`config.mk`:
```
export PLATFORM = sky130hd
export DESIGN_NAME = draw_player_ctl
export DESIGN_NICKNAME = d
export VERILOG_FILES = /design/src/rtl/draw_player_ctl.sv
export SDC_FILE = /design/constraint.sdc
export NUM_CORES = 1
export LEC_CHECK = 0
export ABC_AREA = 1
export CORE_ASPECT_RATIO = 1.75
export CORE_MARGIN = 8
export CORE_UTILIZATION = 49
export DETAILED_ROUTE_END_ITERATION = 10
export PLACE_DENSITY = 0.8
export SYNTH_ARGS = -nofsm -noshare
export SYNTH_HDL_FRONTEND = slang
export SYNTH_SLANG_ARGS = --single-unit
```
`constraint.sdc`:
```
create_clock -name clk -period 2.6 [get_ports clk]
set_clock_uncertainty 0.2 [all_clocks]
set_input_delay 0.39 -clock clk [delete_from_list [all_inputs] [get_ports clk]]
set_output_delay 0.39 -clock clk [all_outputs]
set_load 0.02 [all_outputs]
```
`src/rtl/draw_player_ctl.sv`:
```
// draw_player_ctl
// Overlays a 64x64 player sprite, read from an external synchronous ROM,
// onto a pixel stream from the upstream timing chain. Every output lags
// its input by exactly two clocks. The design accepts one pixel per clock
// and never stalls.
//
// The sprite position, mirror and visible controls are sampled into shadow
// registers on the rising edge of vsync_in. A frame is therefore never torn
// by a position change made during active video.
//
// Ports
//   clk, rst                     pixel clock, synchronous active-high reset
//   hcount_in, vcount_in [10:0]  current pixel coordinates
//   hsync_in, vsync_in           upstream sync flags
//   hblnk_in, vblnk_in           upstream blanking flags
//   rgb_in [11:0]                background colour
//   xpos, ypos [11:0]            sprite top-left corner
//   mirror                       1 = horizontally flipped sprite
//   visible                      1 = sprite enabled
//   rom_addr [11:0]              registered ROM address {row, column}
//   rom_rgb [11:0]               ROM data, valid one clock after rom_addr
//   *_out                        the same stream delayed by two clocks,
//                                with the sprite composed into rgb_out
module draw_player_ctl #(
  parameter logic [11:0] KEY_COLOR = 12'h0F0,
  parameter int          SPRITE_W  = 64
) (
  input  logic        clk,
  input  logic        rst,
  input  logic [10:0] hcount_in,
  input  logic [10:0] vcount_in,
  input  logic        hsync_in,
  input  logic        vsync_in,
  input  logic        hblnk_in,
  input  logic        vblnk_in,
  input  logic [11:0] rgb_in,
  input  logic [11:0] xpos,
  input  logic [11:0] ypos,
  input  logic        mirror,
  input  logic        visible,
  output logic [11:0] rom_addr,
  input  logic [11:0] rom_rgb,
  output logic [10:0] hcount_out,
  output logic [10:0] vcount_out,
  output logic        hsync_out,
  output logic        vsync_out,
  output logic        hblnk_out,
  output logic        vblnk_out,
  output logic [11:0] rgb_out
);

  logic        r_vsyncPrev;
  logic [11:0] r_xs;
  logic [11:0] r_ys;
  logic        r_mirror;
  logic        r_visible;

  logic [10:0] r_s1Hcount;
  logic [10:0] r_s1Vcount;
  logic        r_s1Hsync;
  logic        r_s1Vsync;
  logic        r_s1Hblnk;
  logic        r_s1Vblnk;
  logic [11:0] r_s1Rgb;
  logic        r_s1InBox;
  logic        r_s1Visible;
  logic [11:0] r_romAddr;

  logic [10:0] r_s2Hcount;
  logic [10:0] r_s2Vcount;
  logic        r_s2Hsync;
  logic        r_s2Vsync;
  logic        r_s2Hblnk;
  logic        r_s2Vblnk;
  logic [11:0] r_s2Rgb;
  logic        r_s2InBox;
  logic        r_s2Visible;

  logic [12:0] w_h13;
  logic [12:0] w_v13;
  logic [12:0] w_xs13;
  logic [12:0] w_ys13;
  logic        w_inBox;
  logic [5:0]  w_dx;
  logic [5:0]  w_dy;
  logic [5:0]  w_addrx;
  logic [11:0] w_romAddr;

  // The shadow controls only change on a vsync rising edge. After reset they
  // are cleared, so the sprite stays hidden until the first such edge.
  always_ff @(posedge clk) begin
    if (rst) begin
      r_vsyncPrev <= 1'b0;
      r_xs        <= '0;
      r_ys        <= '0;
      r_mirror    <= 1'b0;
      r_visible   <= 1'b0;
    end else begin
      r_vsyncPrev <= vsync_in;
      if (vsync_in && !r_vsyncPrev) begin
        r_xs      <= xpos;
        r_ys      <= ypos;
        r_mirror  <= mirror;
        r_visible <= visible;
      end
    end
  end

  // The box test uses 13-bit zero-extended values, so xs+64 cannot wrap.
  // A sprite near the right or bottom edge is clipped instead of
  // reappearing at the left or top. Inside the box the offset is below 64,
  // so the low six bits of the difference are the exact pixel offset.
  always_comb begin
    w_h13     = {2'b00, hcount_in};
    w_v13     = {2'b00, vcount_in};
    w_xs13    = {1'b0, r_xs};
    w_ys13    = {1'b0, r_ys};
    w_inBox   = (w_h13 >= w_xs13) && (w_h13 < w_xs13 + 13'(SPRITE_W)) &&
                (w_v13 >= w_ys13) && (w_v13 < w_ys13 + 13'(SPRITE_W));
    w_dx      = hcount_in[5:0] - r_xs[5:0];
    w_dy      = vcount_in[5:0] - r_ys[5:0];
    w_addrx   = r_mirror ? (6'd63 - w_dx) : w_dx;
    w_romAddr = w_inBox ? {w_dy, w_addrx} : 12'h000;
  end

  // Stage 1 issues the ROM address and delays the stream by one clock.
  // The visible flag travels with the pixel, so a shadow update in the
  // middle of the pipeline cannot affect a pixel that is already in flight.
  always_ff @(posedge clk) begin
    if (rst) begin
      r_s1Hcount  <= '0;
      r_s1Vcount  <= '0;
      r_s1Hsync   <= 1'b0;
      r_s1Vsync   <= 1'b0;
      r_s1Hblnk   <= 1'b0;
      r_s1Vblnk   <= 1'b0;
      r_s1Rgb     <= '0;
      r_s1InBox   <= 1'b0;
      r_s1Visible <= 1'b0;
      r_romAddr   <= '0;
    end else begin
      r_s1Hcount  <= hcount_in;
      r_s1Vcount  <= vcount_in;
      r_s1Hsync   <= hsync_in;
      r_s1Vsync   <= vsync_in;
      r_s1Hblnk   <= hblnk_in;
      r_s1Vblnk   <= vblnk_in;
      r_s1Rgb     <= rgb_in;
      r_s1InBox   <= w_inBox;
      r_s1Visible <= r_visible;
      r_romAddr   <= w_romAddr;
    end
  end

  // Stage 2 lines up with the ROM data. The ROM registers the address one
  // clock after it is issued, so its output is valid in the same cycle as
  // these registers.
  always_ff @(posedge clk) begin
    if (rst) begin
      r_s2Hcount  <= '0;
      r_s2Vcount  <= '0;
      r_s2Hsync   <= 1'b0;
      r_s2Vsync   <= 1'b0;
      r_s2Hblnk   <= 1'b0;
      r_s2Vblnk   <= 1'b0;
      r_s2Rgb     <= '0;
      r_s2InBox   <= 1'b0;
      r_s2Visible <= 1'b0;
    end else begin
      r_s2Hcount  <= r_s1Hcount;
      r_s2Vcount  <= r_s1Vcount;
      r_s2Hsync   <= r_s1Hsync;
      r_s2Vsync   <= r_s1Vsync;
      r_s2Hblnk   <= r_s1Hblnk;
      r_s2Vblnk   <= r_s1Vblnk;
      r_s2Rgb     <= r_s1Rgb;
      r_s2InBox   <= r_s1InBox;
      r_s2Visible <= r_s1Visible;
    end
  end

  // Blanking forces black. Otherwise an opaque sprite pixel replaces the
  // background.
  always_comb begin
    rgb_out = r_s2Rgb;
    if (r_s2Hblnk || r_s2Vblnk) begin
      rgb_out = 12'h000;
    end else if (r_s2InBox && r_s2Visible && (rom_rgb != KEY_COLOR)) begin
      rgb_out = rom_rgb;
    end
  end

  assign rom_addr   = r_romAddr;
  assign hcount_out = r_s2Hcount;
  assign vcount_out = r_s2Vcount;
  assign hsync_out  = r_s2Hsync;
  assign vsync_out  = r_s2Vsync;
  assign hblnk_out  = r_s2Hblnk;
  assign vblnk_out  = r_s2Vblnk;

endmodule

```
==> impl_summary.txt <==
----------------------------------------------------
[Status]
  Outcome ... complete, but fails checks
  Failing checks ... negative setup slack

[Routing]
  Number of violations reported at the end of detailed-routing iteration 0 ... approximately 140
  Average detailed-routed wire length per instance ... 13.3 um
  Ratio of routed vias to standard cells ... ~4.7
  Residual antenna-violating net count after detailed routing ... 0
  Detailed-router iteration count before antenna repair ... 5
  Via count ... ~4300
  DRC violations left ... 0
  Routed wire length ... around 12000 um

[Timing]
  Final hold violation count ... 0
  F_max ... a little under 400 MHz
  Transition time of the tightest slew-check pin ... between 0.7 and 0.8 ns
  Final critical-path share of the clock period ... 100%
  Setup Total Neg Slack ... -0.000792 ns
  Hold Slack ... 0.199 ns
  Total count of max-transition violations in the final report ... 0
  Slew HR ... between 40% and 50%
  Least setup slack across all paths after layout ... -0.000792 ns
  Final Setup Violations ... 1
  Setup repair after global routing missed its margin ... true
  Final critical delay including setup and external delays ... approximately 2.6 ns

[Clock tree]
  Total number of H-tree levels ... 4
  Hold buffers post-CTS ... 0
  Number of buffers on the longest clock path ... 2
  Clock latency on the worst-skew pair ... just over 0.4 ns
  TritonCTS Sinks ... between 100 and 150
  Clock tree from TritonCTS ... done
  Clock root buffer ... sky130_fd_sc_hd__clkbuf_16
  Clock Pin Slew Worst Setup and Hold Paths ... 0.05 ns
  TritonCTS Buffers ... 17

[Synth]
  Post-synthesis average cell area ... roughly 7.9 sq um
  Share of the yosys chip area belonging to registers ... between 40% and 50%
  Post-synth net total ... 743
  Yosys top cell area share ... a little under half
  Leading register cell type out of synthesis ... sky130_fd_sc_hd__dfxtp_1
  Library cell with the highest instance count after synthesis ... sky130_fd_sc_hd__inv_1
  Number of flops mapped to enable cells by yosys ... 0
  Proportion of register bits with asynchronous set or reset after synthesis ... 0%
  Yosys warns ... 0
  Most area-consuming cells after synthesis ... sky130_fd_sc_hd__dfxtp_1 47%, sky130_fd_sc_hd__inv_1 9.3%, sky130_fd_sc_hd__nor2_1 8.6%, sky130_fd_sc_hd__ha_1 8.5%, sky130_fd_sc_hd__a21oi_1 4.5%
  Number of synthesized register bits ... approximately 120
  Post-synth design cell area ... roughly 5000 sq um
  Gate count after technology mapping ... around 630
  Synth cell types ... 33
  Ranking of synthesized cells by instance count ... 123 x sky130_fd_sc_hd__inv_1, 118 x sky130_fd_sc_hd__dfxtp_1, 114 x sky130_fd_sc_hd__nor2_1
  Synth area leader ... sky130_fd_sc_hd__dfxtp_1

[Setup path]
  Largest fanout on the critical path ... 12
  Required time worst endpoint ... around 2 ns
  CP startpoint kind ... primary input
  Classification of the worst setup path ... primary input to output port
  Worst EP arrival ... ~2 ns
  Kind of end point of the critical path ... output port

[Final layout]
  Ant diodes ... 0
  Layout Nets ... 885
  Area taken by flip-flops and latches ... ~2400 sq um
  Fill cell total of the finished layout ... between 700 and 800
  Area growth from synthesis to layout ... 42.0%
  Area of the multi-input gates ... between 2000 and 2500 sq um
  Fraction of layout instances using a drive strength above 1 ... between 10% and 20%
  Final Instance Area ... 7080 sq um
  Final instance count without filler cells ... 911

[Power and ir drop]
  Power Density ... roughly 730 nW/um^2
  Post-layout power ... just over 5 mW
  Standby leakage power ... roughly 3.3 nW
  Worst vdd ir ... about 0.00053 V

[GRT]
  Combined global-route utilization of all metal layers ... a little under a fifth
  First-pass GRT wire length ... between 15000 and 20000 um
  Number of global-route vias before repair ... about 4400
  Aggregate global routing overflow ... 0
  Maximum number of pins on one net before global-route repair ... 80
  Antenna violations before repair ... 0

[Placement]
  Total half-perimeter wirelength after legalization and detailed placement ... 9170 um
  Area after detailed placement ... between 6000 and 7000 sq um
  Final RePlAce weighted congestion ... approximately 0.94
  Number of cells in the design after placement ... 878
  Count of input and output buffers ... between 100 and 150

[Die]
  Core Region ... just over 10000 sq um
  Site Rows ... between 40 and 50
  Overall die height ... approximately 150 um
  Area of the die ... roughly 14000 sq um
  Die boundary width ... ~90 um
  Number of placed I/O pins ... about 130
  Starting density of the core ... 49.3%

[Min path]
  Worst min path class ... flip-flop to flip-flop

[Flow run]
  Max-cap viol count ... 0

----------------------------------------------------
path summary, 6_finish.rpt:
| kind | startpoint | to | slack (ns) | cells past startpoint |
|---|---|---|---|---|
| setup / recovery | rom_rgb[10] | rgb_out[8] | -0.0008 | 7 |
| hold / removal | r_s1Hcount[4] | hcount_out[4] | 0.20 | 2 |
| hold reg to reg | r_s1Hcount[4] | hcount_out[4] | 0.20 | 2 |
| setup reg to reg | r_xs[7] | rom_addr[11] | 0.35 | 13 |
sequential cells by signal, indices dropped and copies added (netlist names), 12 cells and up:
| signal | count |
|---|---|
| r_s1Rgb | 12 |
| r_s2Rgb | 12 |
| r_ys | 12 |
| r_xs | 12 |
| rom_addr | 12 |
metal layers:
| layer | track usage (%) | share of wire [%] | up-vias |
|---|---|---|---|
| met4 | 7.54 | 1.5 | 0 |
| li1 | - | - | 2203 |
| met2 | 33.8 | 54 | 130 |
| met1 | 18.2 | 39 | 1956 |
| met5 | 0 | 0 | - |
| met3 | 4.67 | 5.1 | 18 |
cell families (layout without fill, tap and decap cells):
| family | Yosys count | after routing | synth area share, % |
|---|---|---|---|
| AND/OR/NAND/NOR | 211 | 211 | 18.5 |
| buffers and inverters | 155 | 310 | 11.9 |
| flip-flops | 118 | 118 | 47.4 |
| AO/OA/AOI/OAI | 91 | 91 | 9.43 |
| adder cells (fa/ha/maj) | 36 | 36 | 9.33 |
| XOR/XNOR | 18 | 18 | 3.44 |
layout by cell type (no fill, tap or decap), drive strengths merged:
master / count
a21o: 1
a21oi: 45
a22oi: 1
and2: 1
buf: 23
bufinv: 4
clkbuf: 32
clkdlybuf4s50: 114
clkinv: 3
clkinvlp: 2
dfxtp: 118
dlygate4sd2: 1
fa: 2
ha: 34
inv: 131
nand2: 52
nand3: 21
nand4: 8
nor2: 126
nor3: 1
nor3b: 1
nor4: 1
o211ai: 1
o21a: 1
o21ai: 42
xnor2: 5
xnor3: 1
xor2: 12
power breakdown:
group,internal [mW],switching (mW),total (mW)
logic,0.343,0.379,0.723
clock network,1.73,0.759,2.49
registers,1.91,0.0403,1.95
total,3.98,1.18,5.16
final cells by class:
cell class / count / share of cell area [%]
clock inverters: 7 / 1.98
multi-input cells: 356 / 28.8
repair buffers: 145 / 19.3
flip-flops and latches: 118 / 33.4
clock buffers: 25 / 7.14
well taps: 127 / 2.24
inverters: 133 / 7.09
through the flow:
step	worst slack (ns)	util, %
global placement	-0.244	64.0
global route	-0.0796	70.0
floorplan	0.471	-
detailed placement	-0.315	64.0
CTS	0.00133	70.4
finish	-0.000792	70.0
critical path, stage by stage:
cell and delay (ns):
sky130_fd_sc_hd__clkdlybuf4s50_1 0.45, sky130_fd_sc_hd__nor4_2 0.33, sky130_fd_sc_hd__nand3_1 0.13, sky130_fd_sc_hd__buf_4 0.20
sky130_fd_sc_hd__a21oi_1 0.14, sky130_fd_sc_hd__nor2_1 0.06, sky130_fd_sc_hd__dlygate4sd2_1 0.31
what timing repair did:
item | CTS | global route
pin swaps | 0 | 2
gates resized for setup | 26 | 14
buffers inserted | 0 | 1
setup endpoints to repair | 12 | 18
Power figures use the tool's default switching activity.
==> RTL change: new RTL, same flow settings <==
Remove the register `r_s2Vcount`: a continuous assignment takes its place, so the output `vcount_out` follows one clock earlier.
--- a/src/rtl/draw_player_ctl.sv
+++ b/src/rtl/draw_player_ctl.sv
@@ -158,7 +158,6 @@
   always_ff @(posedge clk) begin
     if (rst) begin
       r_s2Hcount  <= '0;
-      r_s2Vcount  <= '0;
       r_s2Hsync   <= 1'b0;
       r_s2Vsync   <= 1'b0;
       r_s2Hblnk   <= 1'b0;
@@ -168,7 +167,6 @@
       r_s2Visible <= 1'b0;
     end else begin
       r_s2Hcount  <= r_s1Hcount;
-      r_s2Vcount  <= r_s1Vcount;
       r_s2Hsync   <= r_s1Hsync;
       r_s2Vsync   <= r_s1Vsync;
       r_s2Hblnk   <= r_s1Hblnk;
@@ -178,6 +176,8 @@
       r_s2Visible <= r_s1Visible;
     end
   end
+
+  assign r_s2Vcount = r_s1Vcount;
 
   // Blanking forces black. Otherwise an opaque sprite pixel replaces the
   // background.
Formal check against the unedited RTL: not equivalent (a bounded check fails within 4 cycles, from zero or initial values and one cycle with rst high).
==> RTL change against the original RTL <==
  * Worst setup slack better by 0.041 ns
  * First-iteration DRC count rose by 8.1%
  * Sequential cell count down 11
  * Register-to-register slack worse by 0.14 ns
  * Die area fell by 5.3%
  * Final area down 8.4%
  * Via count shrank 5.9%
  * Total power fell by 25%
  * Routed wire length down 2.8%
  * Synthesized cell count fell by 5.2%
  * Area after synthesis shrank 6.1%
  * Critical endpoint is now rgb_out[6]
  * Highest routed layer unchanged
==> RTL change: results <==
[cells_and_area]
drive_gt1_frac = 0.1038
finalNetCount = 841
diodes = 0

[placement]
place_congestion = 0.8798
hpwlAfterDp_mm = 8.865
post-place-ws_ns = -0.4825
dpl_cell_area_um2 = 6116
port_buffers = 127

[synth]
synth.distinct_cells = 28
synth-edff-count = 0
ys_dominant_reg_cell = dfxtp_1
synthArstFlopShare = 0
yosys_warnings = 0
synth_common_cells = inv_1 (122), dfxtp_1 (107), nor2_1 (100), nand2_1 (55), a21oi_1 (46)
synth.net_count = 710
synth_top_cells_by_area = dfxtp_1 (46%), inv_1 (9.8%), ha_1 (9.1%)
ys_seq_area_frac = 0.4576

[clocking]
cts_made_buffers = 9
clk_pin_slew_ns = 0.07
htree_levels = 3
cts_root_buffer = clkbuf_16
clockBufferDepth = 2
clock_latency_ns = 0.35

[detailed_routing]
vias = 4053
wl_mm = 11.73
drcViolationCount = 0
firstDrtPassIters = 4
drtIter0Drc = 147

[timing]
whs_ns = 0.2044
maxClockFrequency_ghz = 0.3906
tightest_slew_ns = 0.6726

[critical_path]
r2r_setup_slack_ns = 0.21
crit_arrival_ns = 1.97
crit_fanout = 6

[global_route]
track_usage = 0.1764
grt_pass1_vias = 4222
grt_start_max_net_pins = 69
grt_pass1_wl_mm = 19.10

[worst_hold_path]
hp-class = reg -> reg

[power]
ir_drop_uv = 361.1
leakagePower_nw = 3.040

[run_status]
outcome = finished clean
RTL change: changes by cell type in the layout (fill, tap and decap cells not counted), sizes merged, moves of 3 or more:
cell and delta:
clkbuf -21, nor2 -15, dfxtp -11, nand2 +6, clkdlybuf4s50 -4, dlymetal6s2s +4, inv -4, bufinv -3
nand3b +3
RTL change: layer usage:
| layer | vias up | GRT usage | routed length [µm] |
|---|---|---|---|
| li1 | 2084 | - | - |
| met1 | 1839 | 0.1755 | 4548 |
| met2 | 106 | 0.3338 | 6440 |
| met3 | 24 | 0.03719 | 429 |
| met4 | 0 | 0.08550 | 312 |
| met5 | - | 0 | 0 |
RTL change: timing repair:
action / 4_1_cts / 5_1_grt
buffers inserted: 0 / 0
setup endpoints to repair: 12 / 12
pin swaps: 2 / 7
resized for setup: 41 / 36
cloned: 1 / 1
RTL change: path summary, 6_finish.rpt:
check | cells past startpoint | to | from
worst min register to register | 2 | hcount_out[2] | r_s1Hcount[2]
worst max-delay path | 7 | rgb_out[6] | rom_rgb[10]
worst min-delay path | 2 | hcount_out[2] | r_s1Hcount[2]
worst max register to register | 12 | rom_addr[11] | r_xs[6]
RTL change: logic make-up after synthesis:
family | Yosys count | synth area share
DFF | 107 | 0.4576
buffers and inverters | 144 | 0.1171
adders and majority gates | 36 | 0.09944
AOI/OAI and AO/OA | 91 | 0.09971
and+or+nand+nor | 200 | 0.1895
xor gates and xnor gates | 18 | 0.03662
RTL change: power breakdown:
part	internal, mW	switching [mW]
Sequential	1.73	0.0390
Clock	0.768	0.627
Combinational	0.340	0.373
Total	2.83	1.04
RTL change: area by class of cell:
cell class	count	area, µm²
clock buffer	10	229.0
multi-input combinational	346	2083
inverter	123	461.7
clock inverter	6	76.32
timing repair buffer	140	1344
tap	122	152.6
sequential	107	2142
fill	755	2920
RTL change: stage by stage:
| step | utilization | std cells |
|---|---|---|
| global placement | 0.6500 | 836 |
| finish | 0.6896 | 854 |
| floorplan | - | 596 |
| global route | 0.6896 | 854 |
| detailed placement | 0.6500 | 836 |
| CTS | 0.6870 | 853 |
RTL change: worst max-delay path: stages:
cell	delay (ns)
clkdlybuf4s50_1	0.47
nor4_4	0.39
nand3_4	0.17
buf_6	0.18
a21oi_2	0.14
nor2_1	0.06
buf_4	0.16
